<file path="src/rtl/uart_pkg.sv">
// Shared UART definitions: FSM state encoding common to transmitter and receiver,
// plus the parity-type names used as string parameters.
package uart_pkg;

  typedef enum logic [2:0] {
    UART_IDLE,
    UART_START,
    UART_DATA,
    UART_PARITY,
    UART_STOP
  } uart_state_e;

  localparam string ParityNone = "none";
  localparam string ParityEven = "even";
  localparam string ParityOdd  = "odd";

endpackage

</file>
<file path="src/rtl/uart_clk_div.sv">
// Bit timer: counts oversample ticks 0..DivMaxVal-1 and pulses wrap_o on the
// tick that ends a bit period. clear_i holds the count at zero.
module uart_clk_div #(
  parameter int DivMaxVal = 16
) (
  input  logic clk_i,
  input  logic reset_n_i,
  input  logic clear_i,
  input  logic clk_en_i,
  output logic wrap_o
);

  localparam int              CntW   = (DivMaxVal > 1) ? $clog2(DivMaxVal) : 1;
  localparam logic [CntW-1:0] CntMax = CntW'(DivMaxVal - 1);

  logic [CntW-1:0] cnt_q;

  always_ff @(posedge clk_i or negedge reset_n_i) begin
    if (!reset_n_i) begin
      cnt_q <= '0;
    end else if (clear_i) begin
      cnt_q <= '0;
    end else if (clk_en_i) begin
      cnt_q <= (cnt_q == CntMax) ? '0 : cnt_q + 1'b1;
    end
  end

  assign wrap_o = clk_en_i && !clear_i && (cnt_q == CntMax);

endmodule

</file>
<file path="src/rtl/uart_parity.sv">
// Parity generator for one data byte; odd parity inverts the XOR reduction.
module uart_parity
  import uart_pkg::*;
#(
  parameter string ParityType = "even"
) (
  input  logic [7:0] data_i,
  output logic       parity_o
);

  assign parity_o = (^data_i) ^ (ParityType == ParityOdd);

endmodule

</file>
<file path="src/rtl/uart_tx.sv">
// UART transmitter: start bit, 8 data bits LSB first, optional parity, 1 or 2
// stop bits, with a one-byte holding register for gap-free back-to-back frames.
module uart_tx
  import uart_pkg::*;
#(
  parameter int    ClkDivVal = 16,
  parameter string ParityBit = "none",
  parameter int    StopBits  = 1
) (
  input  logic       clk_i,
  input  logic       reset_n_i,
  input  logic       uart_clk_en_i,
  input  logic [7:0] data_i,
  input  logic       data_valid_i,
  output logic       tx_ready_o,
  output logic       tx_busy_o,
  output logic       tx_done_o,
  output logic       uart_txd_o
);

  localparam bit   ParityEn = (ParityBit != ParityNone);
  localparam logic StopLast = 1'(StopBits - 1);

  uart_state_e state_q;
  logic [7:0]  shift_q;
  logic [7:0]  hold_q;
  logic        hold_full_q;
  logic [2:0]  bit_idx_q;
  logic        stop_idx_q;
  logic        txd_q;
  logic        done_q;

  logic        bit_done;
  logic        parity_bit;
  logic        accept;
  logic [2:0]  bit_idx_nxt;

  assign accept      = data_valid_i & ~hold_full_q;
  assign bit_idx_nxt = bit_idx_q + 3'd1;

  uart_clk_div #(
    .DivMaxVal(ClkDivVal)
  ) u_bit_timer (
    .clk_i    (clk_i),
    .reset_n_i(reset_n_i),
    .clear_i  (state_q == UART_IDLE),
    .clk_en_i (uart_clk_en_i),
    .wrap_o   (bit_done)
  );

  // The shift register is never shifted (bits are indexed), so it still holds
  // the loaded byte when the parity bit goes out.
  uart_parity #(
    .ParityType(ParityBit)
  ) u_parity (
    .data_i  (shift_q),
    .parity_o(parity_bit)
  );

  // Accept and load are mutually exclusive: accept needs an empty holding
  // register, load needs a full one. The line register changes together with
  // the state so it always reflects the current bit.
  always_ff @(posedge clk_i or negedge reset_n_i) begin
    if (!reset_n_i) begin
      state_q     <= UART_IDLE;
      shift_q     <= '0;
      hold_q      <= '0;
      hold_full_q <= 1'b0;
      bit_idx_q   <= '0;
      stop_idx_q  <= 1'b0;
      txd_q       <= 1'b1;
      done_q      <= 1'b0;
    end else begin
      done_q <= 1'b0;
      if (accept) begin
        hold_q      <= data_i;
        hold_full_q <= 1'b1;
      end
      unique case (state_q)
        UART_IDLE: begin
          if (hold_full_q) begin
            shift_q     <= hold_q;
            hold_full_q <= 1'b0;
            state_q     <= UART_START;
            txd_q       <= 1'b0;
          end
        end
        UART_START: begin
          if (bit_done) begin
            state_q   <= UART_DATA;
            bit_idx_q <= '0;
            txd_q     <= shift_q[0];
          end
        end
        UART_DATA: begin
          if (bit_done) begin
            bit_idx_q <= bit_idx_nxt;
            if (bit_idx_q == 3'd7) begin
              if (ParityEn) begin
                state_q <= UART_PARITY;
                txd_q   <= parity_bit;
              end else begin
                state_q    <= UART_STOP;
                stop_idx_q <= 1'b0;
                txd_q      <= 1'b1;
              end
            end else begin
              txd_q <= shift_q[bit_idx_nxt];
            end
          end
        end
        UART_PARITY: begin
          if (bit_done) begin
            state_q    <= UART_STOP;
            stop_idx_q <= 1'b0;
            txd_q      <= 1'b1;
          end
        end
        UART_STOP: begin
          if (bit_done) begin
            if (stop_idx_q == StopLast) begin
              done_q <= 1'b1;
              if (hold_full_q) begin
                shift_q     <= hold_q;
                hold_full_q <= 1'b0;
                state_q     <= UART_START;
                txd_q       <= 1'b0;
              end else begin
                state_q <= UART_IDLE;
                txd_q   <= 1'b1;
              end
            end else begin
              stop_idx_q <= stop_idx_q + 1'b1;
            end
          end
        end
        default: begin
          state_q <= UART_IDLE;
          txd_q   <= 1'b1;
        end
      endcase
    end
  end

  assign uart_txd_o = txd_q;
  assign tx_done_o  = done_q;
  assign tx_ready_o = ~hold_full_q;
  assign tx_busy_o  = (state_q != UART_IDLE);

endmodule

</file>
<file path="config.mk">
export PLATFORM = sky130hd
export DESIGN_NAME = uart_tx
export DESIGN_NICKNAME = d
export VERILOG_FILES = /design/src/rtl/uart_pkg.sv /design/src/rtl/uart_clk_div.sv /design/src/rtl/uart_parity.sv /design/src/rtl/uart_tx.sv
export SDC_FILE = /design/constraint.sdc
export NUM_CORES = 1
export LEC_CHECK = 0
export CAP_MARGIN = 20
export CORE_ASPECT_RATIO = 0.75
export CORE_MARGIN = 4
export CORE_UTILIZATION = 49
export DETAILED_ROUTE_END_ITERATION = 8
export PLACE_DENSITY_LB_ADDON = 0.05
export SLEW_MARGIN = 30
export SYNTH_ARGS = -nofsm -noshare
export SYNTH_HDL_FRONTEND = slang
export SYNTH_SLANG_ARGS = --single-unit
</file>
<file path="constraint.sdc">
create_clock -name clk_i -period 1.75 [get_ports clk_i]
set_clock_uncertainty 0.05 [all_clocks]
set_input_delay 0.175 -clock clk_i [delete_from_list [all_inputs] [get_ports clk_i]]
set_output_delay 0.175 -clock clk_i [all_outputs]
set_load 0.1 [all_outputs]
</file>
Word level (Yosys, flattened, before mapping) --
Index checks and enable logic that the tools add are counted.
Storage, ports and cells: output and inout port bits 4, register bits 30, logic and storage cells 86, input port bits 12
Cells by class: eq/ne operators 13, reduce and logical (&&, ||, !) cells 14, mux-type cells 44, add/subtract/negate cells 3, bitwise gates (word level) 2, order comparisons 1
Operator list (count):
- 3-bit 2-to-1 mux | 9
- 8-bit 2-to-1 mux | 3
- 1-bit 2-to-1 mux | 22
- 8-bit case mux with 2 select lines | 1
- 3-bit case mux with 5 select lines | 1
- 2-bit inequality test, second input constant | 7
- 4-bit 2-to-1 mux | 3
- 7-bit AND reduction | 1
- 3-bit by 2-bit == test with 1-bit output, second input constant | 2
- 3-bit == test, second input constant | 2
- 3-bit case mux with 2 select lines | 1
- 3-bit AND reduction | 2
- 6-bit AND reduction | 1
- 2-bit nonzero test | 3
- 3-bit nonzero test | 2
- 1-bit case mux with 5 select lines | 1
- 5-bit AND reduction | 1
- 4-bit by 1-bit adder with 4-bit output, second input constant | 1
- 4-bit == test, second input constant | 1
- 3-bit by 4-bit less-than comparator with 1-bit output, second input constant | 1
- 3-bit by 1-bit adder with 3-bit output, second input constant | 1
- 1-bit binary-select mux with 3-bit select | 1
- 3-bit by 1-bit == test with 1-bit output, second input constant | 1
- 3-bit logical NOT | 1
- other kinds (7) | 8

Logic depth before layout (Yosys ltp) --
Gate-level depths: netlist of the first run.
depth after elaboration 7, mapped depth 6, mapped depth without buffers 6

Cells and area by module --
From an unflattened synthesis of the first run, not the netlist that was laid out.
Unflattened totals: cell total of the unflattened synthesis 121, area, all modules 1381.3 µm²
Modules (own cells, without submodules):
- uart_tx | instances 1, sequential area each 626.9 µm², cells an instance 100, area each 1178.6 µm²
- uart_clk_div | instances 1, sequential area each 100.1 µm², cells an instance 21, area each 202.7 µm²

Least setup slack after synthesis of the first run --
Ideal clock, no wire load.
path kind flip-flop to flip-flop, start reg bit_idx_q[0], end reg txd_q (netlist: uart_txd_o), arrival time 1555 ps, slack 68 ps, required time 1622 ps, stages on the path, launching flop included 7, path buffers 0, period minus slack after synthesis 1682 ps, setup time 78 ps, path through dfrtp_1 ha_1 ha_1 mux4_1 o31ai_1 o22ai_1 o21a_1
On the way: word-level cells in the longest chain between the ends 6, elaborated cells between the ends (all ways) 7, those cells by class add/sub: 1; eq/ne: 1; mux: 5
RTL lines:
- start: declaration | line uart_tx.sv:28 | logic [2:0] bit_idx_q;
- start signal: assignment | line uart_tx.sv:97 | bit_idx_q <= bit_idx_nxt;
- 3-bit by 1-bit adder with 3-bit output | line uart_tx.sv:39 | assign bit_idx_nxt = bit_idx_q + 3'd1;
- 1-bit binary-select mux with 3-bit select | line uart_tx.sv:108 | txd_q <= shift_q[bit_idx_nxt];
- 1-bit 2-to-1 mux (implied by the code) | line uart_tx.sv:108
- 1-bit 2-to-1 mux (*) | line uart_tx.sv:98 | if (bit_idx_q == 3'd7) begin
- 1-bit 2-to-1 mux (*) | line uart_tx.sv:96 | if (bit_done) begin
- 1-bit case mux with 5 select lines (*) | line uart_tx.sv:79 | unique case (state_q)
- end signal: assignment | line uart_tx.sv:92 | txd_q <= shift_q[0];
- end signal: assignment | line uart_tx.sv:101 | txd_q <= parity_bit;
- end signal: assignment | line uart_tx.sv:108
- end: declaration | line uart_tx.sv:30 | logic txd_q;
Mark *: on every way between the ends. The rest lies on a longest branch, timed or not. The select of a mux whose other input is x is not followed. A chain may end at the register's enable or synchronous reset.

Worst setup path in the final report of the first run --
start reg bit_idx_q[1], end reg txd_q (netlist: uart_txd_o)
Same word-level chain as after synthesis.

==> results of run 1 <==
-- what timing repair did --
action / CTS / global route
pin swaps: 0 / 2
setup endpoints to repair: 1 / 9
gates resized for setup: 1 / 3
buffers inserted: 0 / 0
-- state kept, by name, summed over array words and instances, names as in the netlist --
signal	count
u_bit_timer.cnt_q	4
uart_txd_o	1
hold_q	8
hold_full_q	1
shift_q	8
bit_idx_q	3
state_q	3
tx_done_o	1
-- path summary, 6_finish.rpt --
| kind | endpoint | from | slack [ps] | cells past startpoint |
|---|---|---|---|---|
| max | uart_txd_o$_DFFE_PN1P_ | bit_idx_q[1]$_DFFE_PN0P_ | 30 | 6 |
| min | bit_idx_q[1]$_DFFE_PN0P_ | reset_n_i | 240 | 2 |
| max reg2reg | uart_txd_o$_DFFE_PN1P_ | bit_idx_q[1]$_DFFE_PN0P_ | 30 | 6 |
| min reg2reg | shift_q[6]$_DFFE_PN0P_ | shift_q[6]$_DFFE_PN0P_ | 460 | 1 |
| max in group asynchronous | uart_txd_o$_DFFE_PN1P_ | reset_n_i | 1110 | 2 |
| min in group clk_i | hold_full_q$_DFF_PN0_ | data_valid_i | 430 | 3 |
-- placed cells by master (no fill, tap or decap), types with 2 or more instances in the layout --
master	instances
nand2_1	2
clkdlybuf4s50_1	11
a21oi_1	3
a22o_1	4
buf_12	4
mux2_2	17
nor2_1	9
o21a_1	2
dfrtp_1	28
buf_4	12
clkbuf_8	5
nand3_1	2
mux4_1	2
inv_1	4
nor3b_1	3
nor3_1	3
o21ai_0	2
clkinv_2	2
-- final cells by class --
class,instances,share of cell area
sequential,29,0.408
multi-input combinational,69,0.355
timing repair buffer,27,0.157
clock buffer,6,0.0407
tap,36,0.0253
inverter,4,0.00843
clock inverter,2,0.00562
-- stage by stage --
step                instance area (µm²)   util  hold WS, ps
finish                             1780  0.674          237
global route                       1780  0.674          275
detailed placement                 1670  0.633          448
global placement                   1670  0.633          435
CTS                                1760  0.666          247
floorplan                          1380      -         -171
-- where the power goes --
part	switching (µW)	leakage, µW	internal [µW]
sequential	196	0.000353	943
combinational	407	0.000380	462
clock	231	0.0000450	274
total	833	0.000778	1680
-- routing by layer --
metal / vias to the layer above / wire length [µm]
met1: 470 / 1140
met4: 0 / 34
met3: 6 / 160
met5: - / 0
met2: 30 / 1150
li1: 457 / -
-- kinds of logic after synthesis --
group | synth area share
buf+inv | 0.0318
mux | 0.185
simple gates | 0.116
fa+ha+maj | 0.0273
compound gates | 0.106
xor+xnor | 0.00637
flops | 0.529
==> summary.md, run 1 <==
| Metric | Value |
|---|---|
| Status | complete, no violations |
| Post-synthesis cell area | 1380 µm² |
| Worst-Margin Slew | 381 ps |
| Hold Fails Final Rpt | 0 |
| Final net count | 151 |
| Fin worst setup slack | 25.1 ps |
| PD cells | 1410 nW/µm² |
| Synthesis warning total | 0 |
| Initial cell density of the core | 0.520 |
| Final ANT Viol Nets | 0 |
| GRT busiest layer | met2 |
| Clock Tree Buf Depth | 2 |
| Rel. slew slack | 0.746 |
| Synth Register Bits | 29 |
| Core area | between 2000 and 3000 µm² |
| Critical path, cell by cell | ha_2 > ha_4 > mux4_1 > o31ai_1 > o22ai_1 > o21a_1 |
| Iter 0 DRT Violations | 94 |
| GR Util met1 | 0.198 |
| Area Overhead vs Synth | 29.6% |
| Multi-input logic area | roughly 630 µm² |
| Fill cells | 214 |
| Die area | 3730 µm² |
| Slowest cell on the critical path | dfrtp_1 |
| Final setup TNS | 0 ps |
| Drc violations | 0 |
| Vias in the first global route | 932 |
| CTS root buffer | clkbuf_8 |
| CTS Sinks | 29 |
| Final setup viols | 0 |
| Synth Flop Type | dfrtp_1 |
| Kind of critical path | register to register |
| Inst Count DP | 165 |
| Power Total | 2510 µW |
| Avg Inst Size Synth | approximately 13 µm² |
| Max Cap Viol | 0 |
| Clock transition at the registers of the reported paths | 60 ps |
| Seq/Total Area, Yosys | 0.529 |
| CP max FO | 3 |
| Hold Path Class | input port to async pin |
| Top Family by Delay on Critical Path | compound AO/OA/AOI/OAI gates |
| Netlist cell types | 35 |
| Routed WL per cell | 14.4 µm |
| P_leak | 0.000778 µW |
| H-tree levels | 2 |
| Tcrit/Tclk final | 0.986 |
| Drt first pass iters | 4 |
| Initial antenna violation count | 0 |
| First-pass GRT wire length | 4350 µm |
| Area leader, netlist | dfrtp_1 |
| Max-slew violations | 0 |
| Total gr overflow | 0 |
| RSZ-0062 raised after global routing | yes |
| Fin cells | 173 |
| Top-count cell post-synth | dfrtp_1 |
| WL final | between 2000 and 2500 µm |
| Synth Net Count | between 100 and 150 |
| Maximum VDD drop | 0.797 mV |
| Pre-CTS setup slack | -11.4 ps |
| I/O pin cnt | 16 |
| Post-Syn Instances | 108 |
| Pin count of the biggest net entering global routing | 30 |
| # diodes | 0 |
| Post-synth top cells | dfrtp_1 (28), mux2_2 (17), nor2_1 (9) |
| Total CTS buffers | 5 |
| Std cell rows | 16 |
| Met2 GRT Util | 0.242 |
| Met3 Resource Use GR | 0.0709 |
| IO Port Bufs | 15 |
| Die X | 69.2 µm |
| Overall routing resource usage | 0.159 |
| CTS tree | built |
| Startpoint types | register |
| Share of flip-flops with an asynchronous set or reset | 1.00 |
| Critical Path AT | roughly 1900 ps |
| Detailed placement HPWL | 1820 µm |
| CTS Hold Bufs | 0 |
| FF+latch area | 727 µm² |
| Area fraction of the dominant cell type after synthesis | 0.510 |
| Layout cell share with drive strength beyond 1 | 0.358 |
| Max Clock Freq | 0.580 GHz |
| Via/cell ratio | 5.57 |
| Insertion delay to the later sink of the worst-skew pair | about 280 ps |
| DR vias | slightly below 1000 |
| Crit-path max cell delay | 390 ps |
| Placer Congestion | 0.794 |
| WP buf/inv | 0 |
| Synth area leaders | dfrtp_1 (51%), mux2_2 (14%), mux4_1 (3.8%) |
| Post-layout min period | 1720 ps |
| Post-synth EDFFs | 0 |
| Data required, critical path | 1910 ps |
| Setup crit end kind | register |
| Die Ht | roughly 54 µm |
No activity file was read; power rests on OpenSTA's default activity.
==> run 2, diff against run 1 <==
--- a/config.mk
+++ b/config.mk
@@ -8,7 +8,7 @@
 export CAP_MARGIN = 20
 export CORE_ASPECT_RATIO = 0.75
 export CORE_MARGIN = 4
-export CORE_UTILIZATION = 49
+export CORE_UTILIZATION = 54
 export DETAILED_ROUTE_END_ITERATION = 8
 export PLACE_DENSITY_LB_ADDON = 0.05
 export SLEW_MARGIN = 30
==> constraint.sdc (replaced) <==
create_clock -name clk_i -period 1.9 [get_ports clk_i]
set_clock_uncertainty 0.05 [all_clocks]
set_input_delay 0.19 -clock clk_i [delete_from_list [all_inputs] [get_ports clk_i]]
set_output_delay 0.19 -clock clk_i [all_outputs]
set_load 0.005 [all_outputs]
==> summary.md, run 2 (synthesis results as in run 1) <==
| Metric | Value |
|---|---|
| Status | complete, no violations |
| Kind of critical path | register to output pin |
| Drt first pass iters | 4 (unchanged) |
| # diodes | 0 (unchanged) |
| Clock transition at the registers of the reported paths | 90 ps (+30 ps) |
| CTS root buffer | clkbuf_4 |
| Crit-path max cell delay | 440 ps (+50 ps) |
| Worst-Margin Slew | 360 ps (-20.6 ps) |
| I/O pin cnt | 16 (unchanged) |
| Startpoint types | register |
| Pin count of the biggest net entering global routing | 30 (unchanged) |
| Setup crit end kind | output pin |
| Overall routing resource usage | 0.178 (+0.0191) |
| WL final | 2760 µm (+11%) |
| Max Cap Viol | 0 (unchanged) |
| P_sw | 625 µW (-25%) |
| Routed WL per cell | 16.4 µm (+14%) |
| Top Family by Delay on Critical Path | buffers and inverters |
| Sw Share | 0.301 (-0.0308) |
| Layout cell share with drive strength beyond 1 | 0.328 (-0.0293) |
| H-tree levels | 2 (unchanged) |
| Final ANT Viol Nets | 0 (unchanged) |
| Data required, critical path | 1660 ps (-250 ps) |
| Total CTS buffers | 5 (unchanged) |
| Levels on crit path | 4 (-2) |
| Initial antenna violation count | 0 (unchanged) |
| Max-slew violations | 0 (unchanged) |
| P_leak | 0.000741 µW (-4.8%) |
| Placer Congestion | 0.854 (+7.6%) |
| Logic gate share of total power | 0.292 (-0.054) |
| Die area | 3430 µm² (-8.1%) |
| Drc violations | 0 (unchanged) |
| CTS Sinks | 29 (unchanged) |
| Slowest cell on the critical path | clkdlybuf4s50_1 |
| Hold Fails Final Rpt | 0 (unchanged) |
| Post-CTS Repair Setup Buffers | 0 (unchanged) |
| CP max FO | 10 (+7) |
| Std cell rows | 15 (-1) |
| Hold Path Class | input port to async pin |
| WP buf/inv | 3 (+3) |
| Largest regs | hold_q: 8 flops, shift_q: 8 flops, u_bit_timer.cnt_q: 4 flops |
| Critical Path AT | 1570 ps (-310 ps) |
| Via/cell ratio | 5.76 (+3.5%) |
| DR vias | 968 (+0.52%) |
| Post-layout min period | 1810 ps |
| Die Ht | 51.7 µm (-4.0%) |
| Fin worst setup slack | 89.8 ps (+64.7 ps) |
| Rel. slew slack | 0.760 (+0.0137) |
| Core area | 2360 µm² (-11%) |
| Clock Tree Buf Depth | 2 (unchanged) |
| Final setup viols | 0 (unchanged) |
| Iter 0 DRT Violations | 67 (-29%) |
| Pre-CTS setup slack | 69.3 ps (+80.7 ps) |
| Area Overhead vs Synth | 24.4% |
| Initial cell density of the core | 0.581 (+0.0611) |
| Clock power share | 0.201 (about the same) |
| Die X | 66.3 µm (-4.2%) |
| Detailed placement HPWL | 1970 µm (+8.4%) |
| Critical path, cell by cell | buf_4 > nor3_2 > inv_1 > clkdlybuf4s50_1 |
| Total gr overflow | 0 (unchanged) |
| Power Total | 2080 µW (-17%) |
| Most frequent cells in the layout | dfrtp_1 (27), mux2_2 (17), clkdlybuf4s50_1 (15) |
| Int Pwr | 1450 µW (-13%) |
| Maximum VDD drop | 0.628 mV (-21%) |
| Max Clock Freq | 0.552 GHz |
| First-pass GRT wire length | 4510 µm (+3.5%) |
| Final net count | 148 (-2.0%) |
| CTS tree | built |
| Tcrit/Tclk final | 0.953 |
| Insertion delay to the later sink of the worst-skew pair | 310 ps (+30 ps) |
| Vias in the first global route | 976 (+4.7%) |
| Flop pwr share | 0.507 (+0.054) |
| PD cells | 1220 nW/µm² (-14%) |
| IO Port Bufs | 15 (unchanged) |
| R2r worst-path depth | 6 (unchanged) |
| Most common cell after layout, fill and taps aside | dfrtp_1 |
[run 2: final timing paths]
path / start / end / slack (ps)
max: state_q[1]$_DFFE_PN0P_ / tx_busy_o / 90
max in group asynchronous: reset_n_i / uart_txd_o$_DFFE_PN1P_ / 1290
min reg2reg: hold_q[4]$_DFFE_PN0P_ / shift_q[4]$_DFFE_PN0P_ / 470
min: reset_n_i / tx_done_o$_DFF_PN0_ / 200
max reg2reg: bit_idx_q[1]$_DFFE_PN0P_ / uart_txd_o$_DFFE_PN1P_ / 100
min in group clk_i: data_valid_i / hold_full_q$_DFF_PN0_ / 430
[run 2: final cells by class]
type,count,area [µm²]
Sequential cell,29,728
Clock buffer,7,65.1
Fill cell,177,654
Timing Repair Buffer,24,230
Tap cell,34,42.5
Multi-Input combinational cell,69,624
Inverter,4,15.0
Clock inverter,1,5.00
[run 2: repair_timing]
item | CTS | global route
resized for setup | 0 | 4
setup endpoints to repair | 0 | 5
hold buffers | 0 | 0
[run 2: metal layers]
layer / part of all wire / wire (µm) / GRT usage / up-vias
met5: 0 / 0 / 0 / -
met4: 0.021 / 57 / 0.0709 / 0
met3: 0.046 / 128 / 0.0626 / 6
met2: 0.48 / 1320 / 0.269 / 26
met1: 0.46 / 1250 / 0.233 / 488
li1: - / - / - / 448
[run 2: power groups by stage]
stage	Combinational, µW	Clock, µW	Sequential [µW]
after CTS	608	425	1050
after global routing	671	466	1080
after detailed placement	607	0	1060
after global placement	569	0	1030
after floorplan	424	0	990
final	606	418	1050
[run 2: metrics by stage]
step                      instance area, µm²  setup TNS (ps)  cells   util  hold WS (ps)
after CTS                               1690               0    168  0.714           205
after detailed placement                1620               0    160  0.685           444
after global routing                    1710           -9.89    168  0.723           238
after global placement                  1620               0    160  0.685           435
final                                   1710               0    168  0.723           201
after floorplan                         1380               0    108      -          -156
==> run 3, diff against run 2 <==
--- a/config.mk
+++ b/config.mk
@@ -7,10 +7,9 @@
 export LEC_CHECK = 0
 export CAP_MARGIN = 20
 export CORE_ASPECT_RATIO = 0.75
-export CORE_MARGIN = 4
 export CORE_UTILIZATION = 54
 export DETAILED_ROUTE_END_ITERATION = 8
-export PLACE_DENSITY_LB_ADDON = 0.05
+export PLACE_DENSITY = 0.77
 export SLEW_MARGIN = 30
 export SYNTH_ARGS = -nofsm -noshare
 export SYNTH_HDL_FRONTEND = slang
==> summary.md, run 3 (synthesis results as in run 1) <==
| Metric | Value |
|---|---|
| Int Pwr | 1570 µW (+7.8%) |
| R2r worst-path depth | 6 (unchanged) |
| Final setup viols | 0 (unchanged) |
| CTS root buffer | clkbuf_4 |
| Placer Congestion | 0.847 (-0.87%) |
| Fin worst setup slack | 70.7 ps (-19.1 ps) |
| Status | complete, no violations |
| Post-layout min period | 1830 ps (+19.1 ps) |
| Max-slew violations | 0 (unchanged) |
| Die Ht | 45.7 µm (-12%) |
| Crit Reg-Reg Startpoint | bit_idx_q[1]$_DFFE_PN0P_ |
| IO Port Bufs | 15 (unchanged) |
| Startpoint types | register |
| H-tree levels | 2 (unchanged) |
| Max Clock Freq | 0.547 GHz (-1.0%) |
| DR vias | 1000 (+3.3%) |
| R2r endpoint | uart_txd_o$_DFFE_PN1P_ |
| WL final | 2820 µm (+2.2%) |
| Most frequent cells in the layout | dfrtp_1 (27), mux2_2 (17), clkdlybuf4s50_1 (15) |
| Flop2flop setup slack | 70 ps (-30 ps) |
| Detailed placement HPWL | 2000 µm (+1.2%) |
| P_sw | 662 µW (+5.8%) |
| Post-layout util | 0.747 (+0.0239) |
| CP max FO | 3 (-7) |
| Rel. slew slack | 0.756 (-0.00368) |
| Die area | 2750 µm² (-20%) |
| Std cell rows | 15 (unchanged) |
| Inst Count DP | 161 (+0.63%) |
| Tcrit/Tclk final | 0.963 (+0.0100) |
| Vias in the first global route | 1033 (+5.8%) |
| Total gr overflow | 0 (unchanged) |
| Power Total | 2230 µW (+7.2%) |
| Critical Path AT | 2050 ps (+480 ps) |
| Fin cells | 171 (+1.8%) |
| Max Cap Viol | 0 (unchanged) |
| Via/cell ratio | 5.85 (+1.5%) |
| Initial antenna violation count | 0 (unchanged) |
| Insertion delay to the later sink of the worst-skew pair | 330 ps (+20 ps) |
| CTS tree | built |
| Pre-CTS setup slack | 95.9 ps (+26.6 ps) |
| Total CTS buffers | 5 (unchanged) |
| Drt first pass iters | 4 (unchanged) |
| I/O pin cnt | 16 (unchanged) |
| Final net count | 151 (+2.0%) |
| Routed WL per cell | 16.5 µm (+0.38%) |
| Setup crit end kind | register |
| PD cells | 1270 nW/µm² (+4.6%) |
| Flop pwr share | 0.471 (-0.036) |
| Drc violations | 0 (unchanged) |
| # diodes | 0 (unchanged) |
| Pin count of the biggest net entering global routing | 30 (unchanged) |
| Sw Share | 0.297 (-0.00391) |
| Logic gate share of total power | 0.288 (-0.004) |
| Iter 0 DRT Violations | 47 (-30%) |
| Largest regs | hold_q: 8 flops, shift_q: 8 flops, u_bit_timer.cnt_q: 4 flops |
| Clock power share | 0.241 (+0.040) |
| CTS Sinks | 29 (unchanged) |
| Hold Path Class | input port to async pin |
| Layout cell share with drive strength beyond 1 | 0.343 (+0.0147) |
| Area Overhead vs Synth | 27.5% |
| Final ANT Viol Nets | 0 (unchanged) |
| First-pass GRT wire length | 4550 µm (+0.93%) |
| Hold Fails Final Rpt | 0 (unchanged) |
| Data required, critical path | 2120 ps (+460 ps) |
| P_leak | 0.000757 µW (+2.3%) |
| Die X | 60.3 µm (-9.1%) |
| Maximum VDD drop | 0.730 mV (+16%) |
| Kind of critical path | register to register |
| Core area | 2350 µm² (-0.79%) |
| Overall routing resource usage | 0.244 (+0.0667) |
| Initial cell density of the core | 0.586 (+0.00465) |
| Worst-Margin Slew | 363 ps (+2.73 ps) |
| Clock Tree Buf Depth | 2 (unchanged) |
| Most common cell after layout, fill and taps aside | dfrtp_1 |
| Clock transition at the registers of the reported paths | 100 ps (about the same) |
[run 3: area by class of cell]
| type | instances | area, µm² |
|---|---|---|
| Fill cell | 164 | 593 |
| Multi-Input combinational cell | 69 | 626 |
| Clock inverter | 2 | 37.5 |
| Timing Repair Buffer | 27 | 253 |
| Clock buffer | 6 | 51.3 |
| Inverter | 4 | 15.0 |
| Tap cell | 34 | 42.5 |
| Sequential cell | 29 | 728 |
[run 3: metal layers]
layer | part of all wire | up-vias | GRT usage
met5 | 0 | - | 0
met4 | 0.023 | 0 | 0.186
met3 | 0.051 | 9 | 0.0795
met2 | 0.47 | 40 | 0.367
met1 | 0.45 | 496 | 0.294
li1 | - | 455 | -
[run 3: worst max-delay path by stage]
stage                                  end                startpoint  slack (ps)
global placement    uart_txd_o$_DFFE_PN1P_  bit_idx_q[1]$_DFFE_PN0P_         150
finish              uart_txd_o$_DFFE_PN1P_  bit_idx_q[1]$_DFFE_PN0P_          70
CTS                              tx_busy_o    state_q[1]$_DFFE_PN0P_          10
floorplan           uart_txd_o$_DFFE_PN1P_  bit_idx_q[0]$_DFFE_PN0P_         220
global route        uart_txd_o$_DFFE_PN1P_  bit_idx_q[0]$_DFFE_PN0P_          -5
detailed placement  uart_txd_o$_DFFE_PN1P_  bit_idx_q[1]$_DFFE_PN0P_         100
[run 3: stage by stage]
step	hold slack (ps)	area, µm²	TNS (ps)
6_report	170	1750	0
5_1_grt	194	1750	-5.11
4_1_cts	179	1720	0
3_5_place_dp	443	1630	0
3_3_place_gp	432	1630	0
2_1_floorplan	-156	1380	0
[run 3: critical path, stage by stage, from the launching register on]
cell and delay [ps]:
dfrtp_1 410, ha_1 190, ha_1 330, mux4_1 330, o31ai_2 230, o22ai_1 110
o21a_1 130
[run 3: power groups by stage]
stage | clock network, µW | logic (µW) | registers [µW]
floorplan | 0 | 424 | 990
global placement | 0 | 580 | 1030
detailed placement | 0 | 617 | 1050
CTS | 548 | 622 | 1040
global route | 586 | 701 | 1080
finish | 537 | 642 | 1050
[run 3: timing repair]
action | CTS | global route
hold buffers | 0 | 0
gates resized for setup | 2 | 3
endpoints found under the setup margin | 1 | 2
pin swaps | 0 | 1
buffers inserted | 0 | 2
